$ cat src/rtl/fifo_burst_reader.sv
// Burst read master for a synchronous FIFO: issues a programmed number of reads
// and forwards the returned words on a valid/ready stream through a 2-entry buffer.
module fifo_burst_reader #(
  parameter int unsigned WIDTH = 8,
  parameter int unsigned LEN_W = 8
) (
  input  logic             clk_i,
  input  logic             rst_i,
  input  logic             start_i,
  input  logic [LEN_W-1:0] len_i,
  output logic             busy_o,
  output logic             done_o,
  output logic             fifo_rd_en_o,
  input  logic [WIDTH-1:0] fifo_rdata_i,
  input  logic             fifo_empty_i,
  input  logic             fifo_underflow_i,
  output logic             m_valid_o,
  output logic [WIDTH-1:0] m_data_o,
  output logic             m_last_o,
  input  logic             m_ready_i,
  output logic             err_o
);

  typedef enum logic [1:0] {IDLE, READ, DRAIN, DONE} state_e;

  state_e           state_q;
  logic [LEN_W-1:0] issue_left_q;
  logic [LEN_W-1:0] out_left_q;
  logic [WIDTH-1:0] buf0_q;
  logic [WIDTH-1:0] buf1_q;
  logic [1:0]       occ_q;
  logic             inflight_q;
  logic             err_q;

  logic             pop;
  logic             rd_en;
  logic [2:0]       level;

  // Issue a read only if the word will still have a buffer slot when it lands.
  always_comb begin
    pop   = (occ_q != 2'd0) && m_ready_i;
    level = 3'(occ_q) + 3'(inflight_q) - 3'(pop);
    rd_en = (state_q == READ) && (issue_left_q != '0) && !fifo_empty_i && (level < 3'd2);
  end

  always_ff @(posedge clk_i or posedge rst_i) begin
    if (rst_i) begin
      state_q      <= IDLE;
      issue_left_q <= '0;
      out_left_q   <= '0;
      buf0_q       <= '0;
      buf1_q       <= '0;
      occ_q        <= 2'd0;
      inflight_q   <= 1'b0;
      err_q        <= 1'b0;
    end else begin
      inflight_q <= rd_en;

      // Buffer head is buf0; capture goes to the slot behind any word still held.
      case ({inflight_q, pop})
        2'b10: begin
          if (occ_q == 2'd0) buf0_q <= fifo_rdata_i;
          else               buf1_q <= fifo_rdata_i;
          occ_q <= occ_q + 2'd1;
        end
        2'b01: begin
          if (occ_q == 2'd2) buf0_q <= buf1_q;
          occ_q <= occ_q - 2'd1;
        end
        2'b11: begin
          if (occ_q == 2'd1) begin
            buf0_q <= fifo_rdata_i;
          end else begin
            buf0_q <= buf1_q;
            buf1_q <= fifo_rdata_i;
          end
        end
        default: ;
      endcase

      if (rd_en && (issue_left_q != '0)) issue_left_q <= issue_left_q - LEN_W'(1);
      if (pop && (out_left_q != '0))     out_left_q   <= out_left_q - LEN_W'(1);

      if (((state_q == READ) || (state_q == DRAIN)) && fifo_underflow_i) err_q <= 1'b1;

      case (state_q)
        IDLE: begin
          if (start_i) begin
            err_q <= 1'b0;
            if (len_i != '0) begin
              issue_left_q <= len_i;
              out_left_q   <= len_i;
              state_q      <= READ;
            end else begin
              state_q <= DONE;
            end
          end
        end
        READ:    if (rd_en && (issue_left_q == LEN_W'(1))) state_q <= DRAIN;
        DRAIN:   if (pop && (out_left_q == LEN_W'(1)))     state_q <= DONE;
        DONE:    state_q <= IDLE;
        default: state_q <= IDLE;
      endcase
    end
  end

  assign fifo_rd_en_o = rd_en;
  assign busy_o       = (state_q == READ) || (state_q == DRAIN);
  assign done_o       = (state_q == DONE);
  assign m_valid_o    = (occ_q != 2'd0);
  assign m_data_o     = buf0_q;
  assign m_last_o     = (occ_q != 2'd0) && (out_left_q == LEN_W'(1));
  assign err_o        = err_q;

endmodule

$ cat config.mk
export PLATFORM = sky130hd
export DESIGN_NAME = fifo_burst_reader
export DESIGN_NICKNAME = d
export VERILOG_FILES = /design/src/rtl/fifo_burst_reader.sv
export SDC_FILE = /design/constraint.sdc
export NUM_CORES = 1
export LEC_CHECK = 0
export BUFFER_PORTS_ARGS = -buffer_cell sky130_fd_sc_hd__buf_2
export CORE_AREA = 2 2 67 69
export CTS_BUF_LIST = sky130_fd_sc_hd__clkbuf_4 sky130_fd_sc_hd__clkbuf_8
export DETAILED_ROUTE_END_ITERATION = 8
export DIE_AREA = 0 0 69 71
export PLACE_DENSITY = 0.83
export SYNTH_ARGS = -nofsm -noshare
export SYNTH_HDL_FRONTEND = slang
export SYNTH_SLANG_ARGS = --single-unit
$ cat constraint.sdc
create_clock -name clk_i -period 3.2 [get_ports clk_i]
set_input_delay 0.48 -clock clk_i [delete_from_list [all_inputs] [get_ports clk_i]]
set_output_delay 0.48 -clock clk_i [all_outputs]
set_load 0.01 [all_outputs]
==> metrics.md <==
| Metric | Value |
|---|---|
| Clock tree buffer depth | 2 |
| FP Rows | 24 |
| Hold buffers post-CTS | 0 |
| Synth Area per Inst | 10.14 um2 |
| Worst-path maximum fanout | 3 |
| RePlAce Congestion | between 0.8 and 0.9 |
| Flop2flop setup slack | 380 ps |
| Vias/cell | 5.470 |
| Synth cell types | 35 |
| PnR worst setup slack | -2.095 ps |
| Gr usage total | between 20% and 30% |
| Area grow syn2layout | 23.50% |
| Ys async rst share | 100.0% |
| WP data arrival | 2720 ps |
| Final Max Tran Viols | 0 |
| I/O Buffers | 35 |
| Number of synthesized flops with an enable pin | 0 |
| Required @ worst endpoint | 2720 ps |
| Dpl cell area | approximately 2400 um2 |
| CP Launch Type | flip-flop |
| Register area share after synthesis | between 40% and 50% |
| Total CTS buffers | 5 |
| Worst-Skew Late Latency | 300 ps |
| Endpoints failing setup | 1 |
| Clock H-tree levels | 2 |
| Initial core utilization | 50.65% |
| Final Skew | 6.796 ps |
| Hold Crit Class | in2async |
| Clock Pin Slew Worst Setup and Hold Paths | 80 ps |
| Maxcap violations | 0 |
| Die Area | about 4900 um2 |
| Worst Tran Pin Value | 726.8 ps |
| DRT iter0 DRCs | between 60 and 70 |
| Max Fclk | 0.3123 GHz |
| Syn_nets | 251 |
| Worst reg2reg endpoint | issue_left_q[5] |
| FF+latch count, synth | 38 |
| Setup Crit Path Kind | reg2out |
| Period minus WS final | 3202 ps |
| Final Hold Fails | 0 |
| CTS tree | yes |
| Main synth FF type | dfrtp_1 |
| Post-Syn Instances | 210 |
| Vias | 1,734 |
| CTS root buf | clkbuf_8 |
| Worst Setup End Kind | primary output |
| # IOs | 36 |
| Worst reg-to-reg path cell count | 11 |
| Status | finished, violations left |
| Unrepaired setup endpoints after global routing | yes |
| Layout cells sized above 1 | a little under a third |
| Remaining routing DRC violations | 0 |
| Core area | 4204 um2 |
| Nets | 305 |
| Remaining global-route overflow | 0 |
| FF-to-FF Start | occ_q[1] |
| Fin Hold WS | 288.4 ps |
| Ys Warns | 0 |
| Slew HR | 51.10% |
| First-pass GRT wire length | 7983 um |
| ANT nets after route | 0 |
| Synthesized area | 2130 um2 |
| Worst IR Drop VDD | 0.3803 mV |
| Pwr Total | roughly 2.6 mW |
| DRT Pass-1 Iters | 4 |
| Pin count of the biggest net entering global routing | 39 |
| CTS Sinks | 38 |
| Fillers | between 300 and 400 |
| Die W | 69 um |
| DP HPWL | 3340 um |
| Power per cell area | 989.7 nW/um2 |
| Antenna cells | 0 |
| WL per Instance | ~15 um |
| Final instance area | 2630 um2 |
| Final WL | 4830 um |
| Initial antenna violation count | 0 |
| Tcrit/Tclk final | 100.1% |
| Failing checks | negative setup slack |
| Vias in the first global route | 1,741 |
| Leakage power | about 1.2 nW |
| DIE HEIGHT | just over 70 um |
-- synth_stat cells, types with 2 or more instances --
| cell type | instances | area share, % |
|---|---|---|
| a22oi_1 | 8 | 2.8 |
| or3_1 | 2 | 0.59 |
| or4_4 | 2 | 1.1 |
| ha_1 | 18 | 11 |
| xor2_1 | 7 | 2.9 |
| nand2b_1 | 3 | 0.88 |
| nand2_1 | 13 | 2.3 |
| a21oi_1 | 12 | 2.8 |
| nor4_1 | 3 | 0.88 |
| dfrtp_1 | 38 | 45 |
| inv_1 | 16 | 2.8 |
| nand4b_1 | 2 | 0.82 |
| nand3_1 | 4 | 0.94 |
| nor2b_1 | 2 | 0.59 |
| xnor2_1 | 8 | 3.3 |
| mux2_2 | 9 | 4.8 |
| or4_1 | 2 | 0.70 |
| o21ai_0 | 18 | 4.2 |
| clkbuf_1 | 3 | 0.53 |
| mux2i_1 | 5 | 2.4 |
| nor2_1 | 18 | 3.2 |
| nor3_1 | 4 | 0.94 |
-- sequential cells by signal (all words and copies together), names as in the netlist --
name and count:
buf1_q 8, inflight_q 1, err_o 1, state_q 2, out_left_q 8, issue_left_q 8, occ_q 2, m_data_o 8
-- worst max path at each step --
stage,from,endpoint,slack [ps],cells past startpoint
3_5_place_dp,occ_q[0],fifo_rd_en_o,70,11
5_1_grt,occ_q[0],fifo_rd_en_o,-90,11
2_1_floorplan,occ_q[1],fifo_rd_en_o,80,10
3_3_place_gp,occ_q[0],fifo_rd_en_o,140,11
6_report,occ_q[1],fifo_rd_en_o,-2,11
4_1_cts,occ_q[0],fifo_rd_en_o,20,11
-- stage by stage --
stage          setup TNS [ps]  cells  util, %  setup WS (ps)
2_1_floorplan               0    210        -          75.04
3_3_place_gp                0    305    58.07          143.4
3_5_place_dp                0    305    58.07          74.99
4_1_cts                     0    315    61.73          19.55
5_1_grt                -92.58    317    62.56         -92.58
6_report               -2.095    317    62.56         -2.095
-- cell type report --
cell class	instances	area (um2)	area share (%)
timing repair buffer	50	294.0	11.18
sequential	38	950.9	36.16
tap	52	65.06	2.474
multi-input combinational	153	1165	44.29
inverter	16	60.06	2.284
clock buffer	7	90.09	3.425
clock inverter	1	5.005	0.1903
-- kinds of logic after synthesis --
kind of cell               synth area share, %
DFF                                      44.65
adders and majority gates                11.52
AOI/OAI and AO/OA                        11.99
muxes                                    7.110
xor gates and xnor gates                 6.169
buffers and inverters                    3.349
and+or+nand+nor                          15.22
-- where the power goes --
part | switching [mW] | leakage (nW) | internal (mW)
sequential | 0.166 | 0.458 | 0.725
combinational | 0.718 | 0.704 | 0.640
clock | 0.172 | 0.0517 | 0.182
-- routing by layer --
metal  GRT usage [%]  wire length (um)  vias to the layer above
li1                -                 -                      839
met1           24.88              1909                      831
met2           36.11              2592                       50
met3           3.989               216                       14
met4           9.150               111                        0
met5               0                 0                        -
-- cells in the final DEF, fill, tap and decap left out, types with 3 or more instances in the layout --
master    count
o21ai_0      18
nand3_1       4
xor2_1        6
nor3_1        4
dfrtp_1      38
inv_2         3
a22oi_1       8
clkbuf_8      6
inv_1        13
nor4_1        3
buf_4        15
xnor2_1       8
buf_2        34
a21oi_1      12
mux2_2        9
mux2i_1       5
ha_1         15
nand2_1      11
nor2_1       18
-- worst max-delay path, cell delays in order, from the launching register on --
cell,delay [ps]
dfrtp_1,360
inv_2,60
ha_4,160
nand2b_4,160
ha_4,270
nand2_2,50
fa_2,530
nand2_2,60
or3_4,330
or2_4,280
inv_2,70
buf_6,100
-- what timing repair did --
item                                    in CTS  in global routing
gates resized for setup                      9                  6
setup buffers                                2                  2
endpoints found under the setup margin       1                  1
pin swaps                                    2                  1
Note: power is estimated with default switching activity, not from simulation.
